File: config.mk
export PLATFORM = sky130hd
export DESIGN_NAME = cv32e40p_x_if_dispatch
export DESIGN_NICKNAME = d
export VERILOG_FILES = /design/src/rtl/cv32e40p_x_if_pkg.sv /design/src/rtl/cv32e40p_x_if_rr_arb.sv /design/src/rtl/cv32e40p_x_if_dispatch.sv
export SDC_FILE = /design/constraint.sdc
export NUM_CORES = 1
export LEC_CHECK = 0
export ABC_AREA = 1
export CAP_MARGIN = 0
export CORE_AREA = 2 2 159 161
export DETAILED_ROUTE_END_ITERATION = 10
export DIE_AREA = 0 0 161 163
export PLACE_DENSITY = 0.55
export SYNTH_ARGS = -nofsm -noshare
export SYNTH_HDL_FRONTEND = slang
export SYNTH_SLANG_ARGS = --single-unit
File: constraint.sdc
create_clock -name clk_i -period 3.2 [get_ports clk_i]
set_clock_uncertainty 0.05 [all_clocks]
set_input_delay 0.96 -clock clk_i [delete_from_list [all_inputs] [get_ports clk_i]]
set_output_delay 0.96 -clock clk_i [all_outputs]
set_load 0.1 [all_outputs]
File: src/rtl/cv32e40p_x_if_pkg.sv
// cv32e40p_x_if_pkg: shared types and helpers for the X-interface accelerator fan-out
package cv32e40p_x_if_pkg;
    typedef struct packed {
        logic [4:0]  rd;
        logic [31:0] data;
        logic        dualwb;
        logic        error;
    } x_acc_resp_t;
    typedef enum logic {IDLE, COLLECT} x_dispatch_state_e;
    function automatic int unsigned acc_id_width(input int unsigned n);
        return (n > 1) ? $clog2(n) : 1;
    endfunction
endpackage

File: src/rtl/cv32e40p_x_if_rr_arb.sv
// cv32e40p_x_if_rr_arb: round-robin arbiter, priority restarts just after the last granted slot
module cv32e40p_x_if_rr_arb
    import cv32e40p_x_if_pkg::*;
#(
    parameter int unsigned N  = 2,
    parameter int unsigned IW = acc_id_width(N)
) (
    input  logic          clk,
    input  logic          rst,
    input  logic [N-1:0]  req,
    input  logic          advance,
    output logic [N-1:0]  grant,
    output logic [IW-1:0] idx
);
    logic [IW-1:0] ptr;
    logic [IW-1:0] c;
    logic          found;
    always_comb begin
        grant = '0;
        idx   = '0;
        found = 1'b0;
        c     = '0;
        for (int unsigned k = 0; k < N; k++) begin
            c = IW'((32'(ptr) + k) % N);
            if (!found && req[c]) begin
                found    = 1'b1;
                grant[c] = 1'b1;
                idx      = c;
            end
        end
    end
    always_ff @(posedge clk) begin
        if (rst)
            ptr <= '0;
        else if (advance)
            ptr <= (32'(idx) == N - 1) ? '0 : idx + 1'b1;
    end
endmodule

File: src/rtl/cv32e40p_x_if_dispatch.sv
// cv32e40p_x_if_dispatch: broadcasts X-interface offloads to NUM_ACC accelerators, merges their
// accept decisions and round-robins their results back to the core.
module cv32e40p_x_if_dispatch
    import cv32e40p_x_if_pkg::*;
#(
    parameter int unsigned NUM_ACC         = 2,
    parameter int unsigned NUM_RS          = 3,
    parameter int unsigned DATA_WIDTH      = 32,
    parameter int unsigned MAX_OUTSTANDING = 4,
    parameter int unsigned ID_W            = acc_id_width(NUM_ACC)
) (
    input  logic                         clk_i,
    input  logic                         rst_i,
    input  logic                         x_q_valid_i,
    output logic                         x_q_ready_o,
    input  logic [31:0]                  x_q_instr_data_i,
    input  logic [NUM_RS*DATA_WIDTH-1:0] x_q_rs_i,
    input  logic [NUM_RS-1:0]            x_q_rs_valid_i,
    input  logic                         x_q_rd_clean_i,
    output logic                         x_k_accept_o,
    output logic                         x_k_is_mem_op_o,
    output logic                         x_k_writeback_o,
    output logic                         x_p_valid_o,
    input  logic                         x_p_ready_i,
    output logic [4:0]                   x_p_rd_o,
    output logic [DATA_WIDTH-1:0]        x_p_data_o,
    output logic                         x_p_dualwb_o,
    output logic                         x_p_error_o,
    output logic [ID_W-1:0]              x_p_acc_id_o,
    output logic [NUM_ACC-1:0]           acc_q_valid_o,
    input  logic [NUM_ACC-1:0]           acc_q_ready_i,
    output logic [31:0]                  acc_q_instr_data_o,
    output logic [NUM_RS*DATA_WIDTH-1:0] acc_q_rs_o,
    output logic [NUM_RS-1:0]            acc_q_rs_valid_o,
    output logic                         acc_q_rd_clean_o,
    input  logic [NUM_ACC-1:0]           acc_k_accept_i,
    input  logic [NUM_ACC-1:0]           acc_k_is_mem_op_i,
    input  logic [NUM_ACC-1:0]           acc_k_writeback_i,
    input  logic [NUM_ACC-1:0]           acc_p_valid_i,
    output logic [NUM_ACC-1:0]           acc_p_ready_o,
    input  logic [NUM_ACC*5-1:0]         acc_p_rd_i,
    input  logic [NUM_ACC*DATA_WIDTH-1:0] acc_p_data_i,
    input  logic [NUM_ACC-1:0]           acc_p_dualwb_i,
    input  logic [NUM_ACC-1:0]           acc_p_error_i,
    output logic                         multi_accept_err_o,
    output logic                         resp_err_o
);
    localparam int unsigned CW = $clog2(MAX_OUTSTANDING + 1);
    localparam int unsigned TW = CW + ID_W;
    x_dispatch_state_e          state;
    logic [NUM_ACC-1:0]         done, lat_acc, lat_mem, lat_wb, hs;
    logic [NUM_ACC-1:0]         eff_acc, eff_mem, eff_wb, inc, dec, zero, grant;
    logic [CW-1:0]              cnt [NUM_ACC];
    logic [TW-1:0]              total;
    logic [ID_W-1:0]            win, idx;
    logic                       stall, can_load, load;
    logic [4:0]                 sel_rd;
    logic [DATA_WIDTH-1:0]      sel_data;
    logic                       sel_dw, sel_err;
    assign acc_q_instr_data_o = x_q_instr_data_i;
    assign acc_q_rs_o         = x_q_rs_i;
    assign acc_q_rs_valid_o   = x_q_rs_valid_i;
    assign acc_q_rd_clean_o   = x_q_rd_clean_i;
    always_comb begin
        total = '0;
        for (int i = 0; i < NUM_ACC; i++) begin
            total   = total + TW'(cnt[i]);
            zero[i] = (cnt[i] == '0);
        end
    end
    // Stall only gates a fresh request; one already being collected runs to completion
    assign stall         = (state == IDLE) && (total >= TW'(MAX_OUTSTANDING));
    assign acc_q_valid_o = {NUM_ACC{x_q_valid_i & ~stall & ~rst_i}} & ~done;
    assign hs            = acc_q_valid_o & acc_q_ready_i;
    assign x_q_ready_o   = x_q_valid_i & ~rst_i & (&(done | hs));
    assign eff_acc       = (hs & acc_k_accept_i) | (done & lat_acc);
    assign eff_mem       = (hs & acc_k_is_mem_op_i) | (done & lat_mem);
    assign eff_wb        = (hs & acc_k_writeback_i) | (done & lat_wb);
    always_comb begin
        win = '0;
        for (int i = int'(NUM_ACC) - 1; i >= 0; i--)
            if (eff_acc[i]) win = ID_W'(i);
    end
    assign x_k_accept_o    = x_q_ready_o & (|eff_acc);
    assign x_k_is_mem_op_o = x_k_accept_o & eff_mem[win];
    assign x_k_writeback_o = x_k_accept_o & eff_wb[win];
    always_comb begin
        inc      = '0;
        inc[win] = x_k_writeback_o;
    end
    cv32e40p_x_if_rr_arb #(.N(NUM_ACC), .IW(ID_W)) u_arb (
        .clk     (clk_i),
        .rst     (rst_i),
        .req     (acc_p_valid_i),
        .advance (load),
        .grant   (grant),
        .idx     (idx)
    );
    assign can_load      = ~rst_i & (~x_p_valid_o | x_p_ready_i);
    assign acc_p_ready_o = grant & {NUM_ACC{can_load}};
    assign dec           = acc_p_ready_o & acc_p_valid_i;
    assign load          = |dec;
    always_comb begin
        sel_rd   = '0;
        sel_data = '0;
        sel_dw   = 1'b0;
        sel_err  = 1'b0;
        for (int i = 0; i < NUM_ACC; i++) begin
            if (grant[i]) begin
                sel_rd   = acc_p_rd_i[i*5 +: 5];
                sel_data = acc_p_data_i[i*DATA_WIDTH +: DATA_WIDTH];
                sel_dw   = acc_p_dualwb_i[i];
                sel_err  = acc_p_error_i[i];
            end
        end
    end
    always_ff @(posedge clk_i) begin
        if (rst_i) begin
            state              <= IDLE;
            done               <= '0;
            lat_acc            <= '0;
            lat_mem            <= '0;
            lat_wb             <= '0;
            x_p_valid_o        <= 1'b0;
            x_p_rd_o           <= '0;
            x_p_data_o         <= '0;
            x_p_dualwb_o       <= 1'b0;
            x_p_error_o        <= 1'b0;
            x_p_acc_id_o       <= '0;
            multi_accept_err_o <= 1'b0;
            resp_err_o         <= 1'b0;
        end else begin
            done    <= x_q_ready_o ? '0 : (done | hs);
            state   <= (!x_q_ready_o && |(done | hs)) ? COLLECT : IDLE;
            lat_acc <= (lat_acc & ~hs) | (acc_k_accept_i & hs);
            lat_mem <= (lat_mem & ~hs) | (acc_k_is_mem_op_i & hs);
            lat_wb  <= (lat_wb & ~hs) | (acc_k_writeback_i & hs);
            if (x_q_ready_o && $countones(eff_acc) > 1) multi_accept_err_o <= 1'b1;
            if (|(dec & zero)) resp_err_o <= 1'b1;
            x_p_valid_o <= load | (x_p_valid_o & ~x_p_ready_i);
            if (load) begin
                x_p_rd_o     <= sel_rd;
                x_p_data_o   <= sel_data;
                x_p_dualwb_o <= sel_dw;
                x_p_error_o  <= sel_err;
                x_p_acc_id_o <= idx;
            end
        end
    end
    // A response against an empty counter is still forwarded; the counter just floors at zero
    always_ff @(posedge clk_i) begin
        for (int i = 0; i < NUM_ACC; i++) begin
            if (rst_i)
                cnt[i] <= '0;
            else if (inc[i] && !dec[i])
                cnt[i] <= cnt[i] + 1'b1;
            else if (dec[i] && !inc[i] && !zero[i])
                cnt[i] <= cnt[i] - 1'b1;
        end
    end
endmodule

==> results.tsv, run 1 <==
metric	value	unit
dp_hpwl	9.55	mm
critPathTopFamily	simple AND/OR/NAND/NOR gates	
yosysWarnings	0	
fin_ws	-231	ps
synth_area_leaders	dfxtp_1 26%, buf_4 25%, nand3_1 11%, a31oi_1 6.2%, o21ai_0 5.2%	
critical_path.max_stage_delay	190	ps
drtAntennaViolNets	0	
grt_max_degree	55	
start_kind	input pin	
switchingPower	0.00102	W
syn_nets	743	
synth_top_area_share	26.3	%
crit_chain	clkdlybuf4s15_1 > inv_2 > nor2_8 > nand4_4 > nand2_4 > inv_4 > nor2_8 > inv_4 > a21oi_4 > o21ai_2 > a31oi_4 > buf_12	
ios	407	
die_y	163	um
internal_power	0.00172	W
grt_usage	9.70	%
maxCapViolations	0	
violations	negative setup slack	
post_drt_wl_per_cell	14.9	um
syn_area_per_cell	7.85	um^2
drtPass1Iterations	5	
antenna_found_initial	0	
grt_pass1_vias	3332	
avgViaCountPerCell	3.97	
placed_area	5000	um^2
combPwrFrac	33.2	%
power.total	0.00274	W
final_area	5330	um^2
std_cell_rows	58	
min_period	3430	ps
worstHoldPathType	register to register	
end_kind	output port	
ys_seq_elements	59	
yosysTopAreaCell	dfxtp_1	
cts_made_buffers	9	
setup_viol	3	
ys_types	34	
ys_seq_area_share	30.8	%
outcome	finished, violations left	
hold_violations	0	
layout_common_cells	85 x nand3_1, 85 x clkdlybuf4s50_1, 78 x buf_4	
finalWirelength	13.1	mm
drt_iter0_drc	197	
die-area	26200	um^2
die_w	161	um
clockRootBuffer	clkbuf_16	
drive_gt1_share	26.1	%
worstSetupPathDepth	12	
cp_slowest_cell	buf_12	
fmax	0.291	GHz
grt.overflow.total	0	
grt_setup_unrepaired	true	
seqCellArea	1240	um^2
fin_nets	772	
power_leakage	2.13	nW
synthFlopType	dfxtp_1	
period_share	107	%
drv_slew	0	
clk_pin_slew_worst_paths	50	ps
crit_arrival	2420	ps
gp_congestion	0.731	
cts_sinks	59	
ir_worst_vdd	0.172	mV
async_flop_share	0	%
vias	3481	
core_area	24700	um^2
pre_cts_ws	-577	ps
synth.cell_area	4030	um^2
cts_buffer_depth	2	
cts_tree	built	
htreeDepth	3	
start_util	16.3	%
min_path_cells	2	
slew_headroom	65.7	%
synthCells	513	
pwr-share-seq	30.9	%
area_delta_synth_final	32.3	%
multi_input_area	1590	um^2
switching_share	37.3	%
post-place-cells	858	
powerDensity	514	nW/um^2
pwr-share-clk	35.8	%
worst-path-buf-inv	5	
drc	0	
n_fill_cell	2779	
cts_hold_buf	0	
r2r_cells	12	
worst_pin_slew	514	ps
instances_no_fill	877	
crit_type	input pin to output port	
grt_pass1_wl	19.1	mm
crit_required	2190	ps
synth_edf_count	6	
port_buffers	142	
diodes	0	
path_max_fanout	4	
clock_latency	330	ps
synthesized netlist by cell type, types with 5 or more instances:
library cell and number:
a21oi_1 12, a31oi_1 40, buf_2 6, buf_4 134, clkbuf_1 20, dfxtp_1 53, edfxtp_1 6, ha_1 5
inv_1 25, nand2_1 30, nand3_1 86, nor2_1 12, nor2_2 6, o21ai_0 42, o21ai_1 5
worst paths after layout:
kind	start	endpoint	slack, ps
max	x_q_valid_i	x_k_is_mem_op_o	-230
min	register	register	410
min reg2reg	register	register	410
max reg2reg	cnt[0][1]	cnt[1][1]	510
metal layers:
layer  vias to the layer above  share of wire [%]  GRT usage [%]
li1                       1672                  -              -
met1                      1582                 38           10.3
met2                       185                 48           16.1
met3                        42                 10           4.74
met4                         0                3.5           4.91
met5                         -                  0              0
cell type report:
class / count / share of cell area (%)
clock buffers: 14 / 4.77
clock inverters: 2 / 0.657
inverters: 30 / 2.25
multi-input cells: 263 / 29.8
flip-flops and latches: 59 / 23.3
well taps: 330 / 7.75
repair buffers: 179 / 31.5
what timing repair did:
item / in CTS / in global routing
pin swaps: 8 / 4
resized for setup: 13 / 1
endpoints found under the setup margin: 8 / 4
buffers inserted: 3 / 2
kinds of logic (layout without fill, tap and decap cells):
kind of cell             count (synthesis)  count (layout)  share of synthesized area (%)
flip-flops                              59              59                           30.8
adder cells (fa/ha/maj)                  6               6                           2.05
XOR/XNOR                                 2               2                          0.435
buffers and inverters                  191             225                           30.8
AND/OR/NAND/NOR                        152             152                           20.8
AO/OA/AOI/OAI                          103             103                           15.1
power by group through the flow:
stage / Combinational [W] / Clock [W] / Sequential (W)
after floorplan: 0.00102 / 0 / 0.00123
after global placement: 0.000909 / 0 / 0.000861
after detailed placement: 0.000913 / 0 / 0.000861
after CTS: 0.000917 / 0.00103 / 0.000847
after global routing: 0.000962 / 0.00105 / 0.000854
final: 0.000910 / 0.000981 / 0.000847
per-stage QoR:
stage          setup TNS, ps  hold slack, ps  util, %
6_report                -570             414     21.6
5_1_grt                 -877             435     21.6
4_1_cts                 -610             419     21.6
3_5_place_dp           -3150             408     20.3
3_3_place_gp           -2800             404     20.3
2_1_floorplan          -3660             393        -
worst reg2reg max path: stages (launching register included):
cell      delay (ps)
edfxtp_1         410
ha_1             300
nand3_2           80
nand3_2           90
nand2_4          130
nand4_4          100
buf_4            170
o21ai_1          180
buf_4            140
nand4_2          170
nand3_1          160
fa_1             450
nor2_2           120
Power figures use the tool's default switching activity.
==> run 2, diff against run 1 <==
CAP_MARGIN = default   (was 0)
CTS_CLUSTER_DIAMETER = 80   (was default)
==> results of run 2 <==
Final layout, timing and power as in run 1 (identical DEF).
